**config.mk**
```make
export PLATFORM = sky130hd
export DESIGN_NAME = condinv_addsub_arbiter
export DESIGN_NICKNAME = d
export VERILOG_FILES = /design/src/rtl/condinv_addsub_arbiter.sv
export SDC_FILE = /design/constraint.sdc
export NUM_CORES = 1
export LEC_CHECK = 0
export CELL_PAD_IN_SITES_DETAIL_PLACEMENT = 0
export CELL_PAD_IN_SITES_GLOBAL_PLACEMENT = 1
export CORE_MARGIN = 1
export CORE_UTILIZATION = 38
export DETAILED_ROUTE_END_ITERATION = 6
export GPL_ROUTABILITY_DRIVEN = 0
export PLACE_DENSITY_LB_ADDON = 0.05
export SLEW_MARGIN = 0
export SYNTH_ARGS = -nofsm -noshare
export SYNTH_HDL_FRONTEND = slang
export SYNTH_SLANG_ARGS = --single-unit
```
**constraint.sdc**
```tcl
create_clock -name clk -period 2.6 [get_ports clk]
set_clock_uncertainty 0.2 [all_clocks]
set_input_delay 0.39 -clock clk [delete_from_list [all_inputs] [get_ports clk]]
set_output_delay 0.39 -clock clk [all_outputs]
set_load 0.01 [all_outputs]
```
**src/rtl/condinv_addsub_arbiter.sv**
```systemverilog
// -----------------------------------------------------------------------------
// condinv_addsub_arbiter
//
// Two requesters share one conditional-inverter / adder datapath. A request is
// granted round-robin while the block is idle. The operation then runs through
// an invert stage and an add stage, and a registered result is returned with
// flags. Subtract is computed as a + ~b + 1: operand B is inverted when op=1,
// and the carry-in equals op.
//
// Timing: grant in cycle T, INV in T+1, ADD in T+2, done pulse in T+3.
// The earliest next grant is in T+4.
//
// Ports:
//   clk                 system clock, rising edge
//   reset               synchronous, active-high reset
//   req0/op0/a0/b0      requester 0: request (held until gnt0), op (0 add,
//                       1 sub), operands
//   req1/op1/a1/b1      requester 1: same as requester 0
//   gnt0/gnt1           combinational accept pulses, only in IDLE, never both
//   busy                high in any state other than IDLE
//   done                one-cycle result-valid pulse
//   owner               requester index of the current/last result
//   y                   result (mod 2^WIDTH)
//   cout                carry out (subtract: 1 = no borrow)
//   zero                y == 0
//   ovf                 signed overflow
// -----------------------------------------------------------------------------
module condinv_addsub_arbiter #(
  parameter int WIDTH = 8
) (
  input  logic             clk,
  input  logic             reset,
  input  logic             req0,
  input  logic             op0,
  input  logic [WIDTH-1:0] a0,
  input  logic [WIDTH-1:0] b0,
  input  logic             req1,
  input  logic             op1,
  input  logic [WIDTH-1:0] a1,
  input  logic [WIDTH-1:0] b1,
  output logic             gnt0,
  output logic             gnt1,
  output logic             busy,
  output logic             done,
  output logic             owner,
  output logic [WIDTH-1:0] y,
  output logic             cout,
  output logic             zero,
  output logic             ovf
);

  typedef enum logic [1:0] {
    S_IDLE = 2'd0,
    S_INV  = 2'd1,
    S_ADD  = 2'd2,
    S_DONE = 2'd3
  } state_t;

  state_t           state;
  state_t           state_nxt;

  logic             last;      // requester granted most recently
  logic             winner;    // arbitration result for this cycle
  logic             grant;     // a grant is issued this cycle

  logic [WIDTH-1:0] a_q;
  logic [WIDTH-1:0] b_q;
  logic             op_q;
  logic [WIDTH-1:0] binv_q;
  logic             cin_q;

  logic [WIDTH:0]   sum;

  // ---------------------------------------------------------------------------
  // Arbitration. With a single requester, that requester wins. With both,
  // the winner alternates away from the last one granted. The grant is gated
  // by reset so that no request is accepted while reset is held.
  // ---------------------------------------------------------------------------
  always_comb begin
    // NOTE: every signal driven here gets a default first, so no path can
    // leave one unassigned and infer a latch.
    winner = 1'b0;
    gnt0   = 1'b0;
    gnt1   = 1'b0;
    if (req0 && req1) begin
      winner = ~last;
    end else begin
      winner = req1;
    end
    if (state == S_IDLE && !reset && (req0 || req1)) begin
      gnt0 = ~winner;
      gnt1 = winner;
    end
  end

  assign grant = gnt0 | gnt1;

  // ---------------------------------------------------------------------------
  // FSM: state register plus next-state logic
  // ---------------------------------------------------------------------------
  always_ff @(posedge clk) begin
    // NOTE: sequential state uses non-blocking assignments, so every register
    // samples pre-edge values no matter how the blocks are ordered.
    if (reset) begin
      state <= S_IDLE;
    end else begin
      state <= state_nxt;
    end
  end

  always_comb begin
    state_nxt = state;
    case (state)
      S_IDLE:  if (grant) state_nxt = S_INV;
      S_INV:   state_nxt = S_ADD;
      S_ADD:   state_nxt = S_DONE;
      S_DONE:  state_nxt = S_IDLE;
      default: state_nxt = S_IDLE;
    endcase
  end

  assign busy = (state != S_IDLE);
  assign done = (state == S_DONE);

  // ---------------------------------------------------------------------------
  // Operand pipeline. These registers are only read after being loaded in the
  // same operation, so they carry no reset.
  // ---------------------------------------------------------------------------
  always_ff @(posedge clk) begin
    // NOTE: pure datapath registers are left unreset on purpose. The FSM
    // guarantees that each one is written before it is used.
    if (grant) begin
      a_q  <= winner ? a1  : a0;
      b_q  <= winner ? b1  : b0;
      op_q <= winner ? op1 : op0;
    end
    if (state == S_INV) begin
      binv_q <= op_q ? ~b_q : b_q;
      cin_q  <= op_q;
    end
  end

  assign sum = {1'b0, a_q} + {1'b0, binv_q} + {{WIDTH{1'b0}}, cin_q};

  // ---------------------------------------------------------------------------
  // Visible result, flags and arbitration history. These hold their values
  // until the next ADD stage.
  // ---------------------------------------------------------------------------
  always_ff @(posedge clk) begin
    if (reset) begin
      last  <= 1'b1;            // requester 0 is favoured first
      owner <= 1'b0;
      y     <= '0;
      cout  <= 1'b0;
      zero  <= 1'b0;
      ovf   <= 1'b0;
    end else begin
      if (grant) begin
        owner <= winner;
        last  <= winner;
      end
      if (state == S_ADD) begin
        y    <= sum[WIDTH-1:0];
        cout <= sum[WIDTH];
        zero <= (sum[WIDTH-1:0] == '0);
        // Overflow: both addends have the same sign and the result sign differs.
        ovf  <= (a_q[WIDTH-1] == binv_q[WIDTH-1]) &&
                (sum[WIDTH-1] != a_q[WIDTH-1]);
      end
    end
  end

endmodule

```
* Word-level counts from Yosys, hierarchy flattened
Index checks and enable logic that the tools add are counted.
Widths: inputs -> output; s select.
** Operators by class
- Add/subtract/negate cells :: 2
- Equality and inequality tests :: 6
- Multiplexer cells :: 9
- Bitwise logic cells :: 4
- Reductions and logical operators :: 9
** Operators with widths (count)
- $mux 8 :: 3
- $add 8x8->9 :: 1
- $add 9x1->9 :: 1
- $logic_not 8->1 :: 1
- $not 8->8 :: 1
- $pmux 2 s4 :: 1
- $eq 2x2->1 const B :: 2
- $logic_and 1x1->1 :: 4
- $mux 1 :: 4
- $eq 2x1->1 const B :: 1
- $logic_not 2->1 :: 1
- $mux 2 :: 1
- $ne 2x2->1 const B :: 1
- $not 1->1 :: 2
- $reduce_bool 2->1 :: 1
- $eq 1x1->1 :: 1
- $logic_not 1->1 :: 1
- $logic_or 1x1->1 :: 1
- $ne 1x1->1 :: 1
- $or 1x1->1 :: 1
** Storage, ports and cells
- Flip-flop bits (word level) :: 41
- Input port bits :: 38
- Output and inout bits :: 16
- Logic and storage cells :: 42

* Depth between registers and ports, before layout
- Depth in word-level cells :: 7
- Gate-level depth with buffers :: 9
- Depth with buffers taken out :: 9

* Worst setup path after synthesis
OpenSTA, ideal clock, no wires.
- Path type :: reg2out
- Start :: register state[0]
- End :: output gnt1
- Data arrival time :: 1.668 ns
- Required time :: 2.010 ns
- Setup slack :: 0.342 ns
- Cell stages (with the launch flop) :: 8
- Cells stage by stage :: dfxtp_1 -> inv_1 -> ha_1 -> inv_2 -> or3_1 -> clkbuf_1 -> inv_2 -> and2_1
** Between the ends
- Cells in the longest elaborated chain, start to end :: 4
** RTL lines
- start, declared :: line 59 : state_t state;
- start signal, assigned :: line 107 : state <= state_nxt;
- $logic_not 2->1 :: line 90 : if (state == S_IDLE && !reset && (req0 || req1)) begin
- $logic_and 1x1->1 (2 in a row) :: line 90
- $mux 1 :: line 90
- end, declared :: line 42 : output logic gnt1,
No other way between the ends.

* Worst setup path in the final report
- Start :: register state[1]
- End :: output gnt1
Same word-level chain as after synthesis.

==> impl_results.md <==
- Crit path required time: 2.01 ns
- TritonCTS buffer count: 5
- Initial drt markers: 29
- Reg2reg path depth: 9
- TritonCTS clock tree: done
- Via count: 1,552
- Layout cell share with drive strength beyond 1: 0.104
- Max Fclk: 403 MHz
- Initial Util: 0.392
- Synth unique cells: 44
- Num ports: 54
- CP peak stage delay: 0.41 ns
- Slowest cell on the critical path: or3_1
- Total track usage: 0.147
- Post-Synth Simple-Gate Area: 0.0915
- Input/output buffers: 53
- Post-Route WL: 4000 um
- CP Data Arrival Time: 1.89 ns
- Launch point of the worst reg-to-reg path: a_q[0]$_DFFE_PP_
- Vert. Die Dim: 77.4 um
- Vias in the first global route: 1,550
- Fin worst setup slack: 0.118 ns
- Post CTS Setup Buffer Count: 0
- Max Slew Vio Count: 0
- Status: finished clean
- Nets@finish: 291
- MaxCap Viol Count: 0
- Layout Cells excl Fill: 312
- Worst VDD drop: 0.347 mV
- R2R Setup Slk: 0.21 ns
- Worst setup endpoint: gnt1
- Post-synth top area share: 0.361
- Clk buf depth: 2
- Row count: 27
- Mapped Area: 2160 um^2
- Max-slew headroom: 0.729
- Critical path peak fanout: 4
- XOR/XNOR Fraction of Synth Area: 0.0446
- Pre-CTS WS: -0.0237 ns
- Lkg Pwr: 1.07 nW
- Most common cell in the netlist: edfxtp_1
- CTS sink cnt: 41
- Pwr dens: 949 nW/um^2
- Final hold violation count: 0
- Most frequent cells after synthesis: edfxtp_1 (26), mux2_1 (17), dfxtp_1 (15)
- Multiplexer area fraction after synthesis: 0.107
- Post-Place Cells: 304
- Tcrit/Tclk final: 0.955
- Ant. Diodes: 0
- Hold buffer count at cts: 0
- Main combinational cell family by area after synthesis: compound AO/OA/AOI/OAI gates
- Horiz. Die Dim: 77.4 um
- Sequential-to-total area share from yosys stat: 0.500
- Worst hold path type: flop to flop
- Antenna Nets Post-Route: 0
- Synth Area in Adders: 0.0880
- DP Wirelength: 3120 um
- Vias per inst: 4.97
- Final setup fails: 0
- Total global routing overflow: 0
- Mean Syn Cell Area: 12.0 um^2
- Ys flop type: edfxtp_1
- YS warnings: 0
- Pwr Total: 2.78 mW
- Crit Path Class: flop to primary output
- Die Area: 5990 um^2
- Drt first pass iters: 4
- Yosys top cell by area: edfxtp_1
- Critical R2R Capture: zero$_SDFFE_PP0P_
- CTS HTree Levels: 2
- Final Util: 0.531
- Core ar.: 5510 um^2
- Share of synthesized flip-flops with an asynchronous set or reset: 0
- CP Launch Type: flop
- First-pass GRT wire length: 6960 um
- Mapped Cells: 180
- Post-synthesis compound-gate area fraction: 0.129
- Root Driver: clkbuf_8
- Slew @ Worst Pin: 0.407 ns
- Flops & latches, synth: 41
- Critical-path cell list: inv_1 -> ha_4 -> inv_2 -> or3_1 -> inv_2 -> and2_1 -> dlygate4sd2_1
- Post-synth EDFFs: 26
- Worst Hold Slack: 0.280 ns
- Area grow syn2layout: 35.3%
- Syn_nets: 232
- Wire per inst: 12.8 um
- DRC violations left: 0
- Clk slew on worst S/H paths: 0.08 ns
- Area contributors post-synth: edfxtp_1 (36%), dfxtp_1 (14%), mux2_1 (8.9%)
- Crit path from: state[1]$_SDFFE_PP0P_
- CP dominant cell by count: inv_2
- Unrepaired setup endpoints after global routing: no
- Min Tclk post-route: 2.48 ns
- Skew-Pair Late Insertion Delay: 0.28 ns
- Largest net degree at the start of global routing: 19
- CP endpoint kind: primary output
- Initial antenna violation count: 0
==> where the power goes <==
part / switching (mW) / leakage [nW] / total (mW) / internal [mW]
Sequential: 0.0939 / 0.366 / 1.01 / 0.917
Combinational: 0.665 / 0.650 / 1.24 / 0.578
Clock: 0.208 / 0.0585 / 0.521 / 0.313
Total: 0.967 / 1.07 / 2.77 / 1.81
==> stage by stage <==
| step | area [um^2] | setup TNS (ns) |
|---|---|---|
| after global placement | 2800 | 0 |
| after floorplan | 2160 | 0 |
| final | 2920 | 0 |
| after CTS | 2910 | 0 |
| after global routing | 2920 | 0 |
| after detailed placement | 2800 | -0.0237 |
==> repair_timing <==
action / in CTS / in global routing
cloned: 0 / 0
gates resized for setup: 3 / 2
endpoints found under the setup margin: 2 / 2
==> layout make-up <==
class,instances,area (um^2)
clock buffer,7,86.3
clock inverter,1,30.0
fill,493,2580
inverter,12,45.0
multi-input combinational,119,1010
sequential,41,1080
tap,72,90.1
timing repair buffer,60,581
==> registers in the layout (all words and copies together), names as in the netlist <==
signal  flops
ovf         1
state       2
owner       1
cout        1
binv_q      8
a_q         8
last        1
y           8
op_q        1
zero        1
cin_q       1
b_q         8
==> layout by cell type (no fill, tap or decap), types with 3 or more instances in the layout <==
| master | synthesis | routed |
|---|---|---|
| a211oi_1 | 4 | 4 |
| a21oi_1 | 9 | 9 |
| buf_4 | 0 | 7 |
| clkbuf_8 | 0 | 6 |
| clkdlybuf4s50_1 | 0 | 51 |
| dfxtp_1 | 15 | 15 |
| edfxtp_1 | 26 | 26 |
| ha_1 | 12 | 11 |
| inv_1 | 10 | 9 |
| inv_2 | 2 | 3 |
| mux2_1 | 17 | 17 |
| mux2i_1 | 4 | 4 |
| nand2_1 | 3 | 3 |
| nand3_1 | 3 | 3 |
| nor2_1 | 13 | 13 |
| o211ai_1 | 4 | 4 |
| o21ai_1 | 3 | 3 |
| or3_1 | 3 | 3 |
| xor2_1 | 9 | 9 |
==> logic make-up (layout without fill, tap and decap cells) <==
family,after synthesis,count (layout)
fa+ha+maj,14,14
simple gates,37,37
flops,41,41
buf+inv,20,80
xor+xnor,11,11
mux,21,21
compound gates,36,36
==> worst min-delay path by stage <==
stage	start	endpoint	slack, ns	cells after the start
3_3_place_gp	y[7]$_SDFFE_PP0P_	y[7]$_SDFFE_PP0P_	0.26	2
2_1_floorplan	op_q$_DFFE_PP_	cin_q$_DFFE_PN_	0.22	0
4_1_cts	ovf$_SDFFE_PP0P_	ovf$_SDFFE_PP0P_	0.28	2
3_5_place_dp	ovf$_SDFFE_PP0P_	ovf$_SDFFE_PP0P_	0.27	2
6_report	ovf$_SDFFE_PP0P_	ovf$_SDFFE_PP0P_	0.28	2
5_1_grt	owner$_SDFFE_PP0P_	owner$_SDFFE_PP0P_	0.31	1
==> metal layers <==
metal	vias to the layer above	GRT usage	wire length, um
met5	-	0	0
met4	0	0.0472	93
met3	11	0.0353	166
met2	48	0.245	1950
met1	721	0.186	1800
li1	772	-	-
==> worst max-delay path: cells and delay by family, from the launching register on <==
family	cells	cell delay (ns)
and+or+nand+nor	2	0.56
buffers and inverters	4	0.53
DFF	1	0.34
adders and majority gates	1	0.18
No activity file was read; power rests on OpenSTA's default activity.
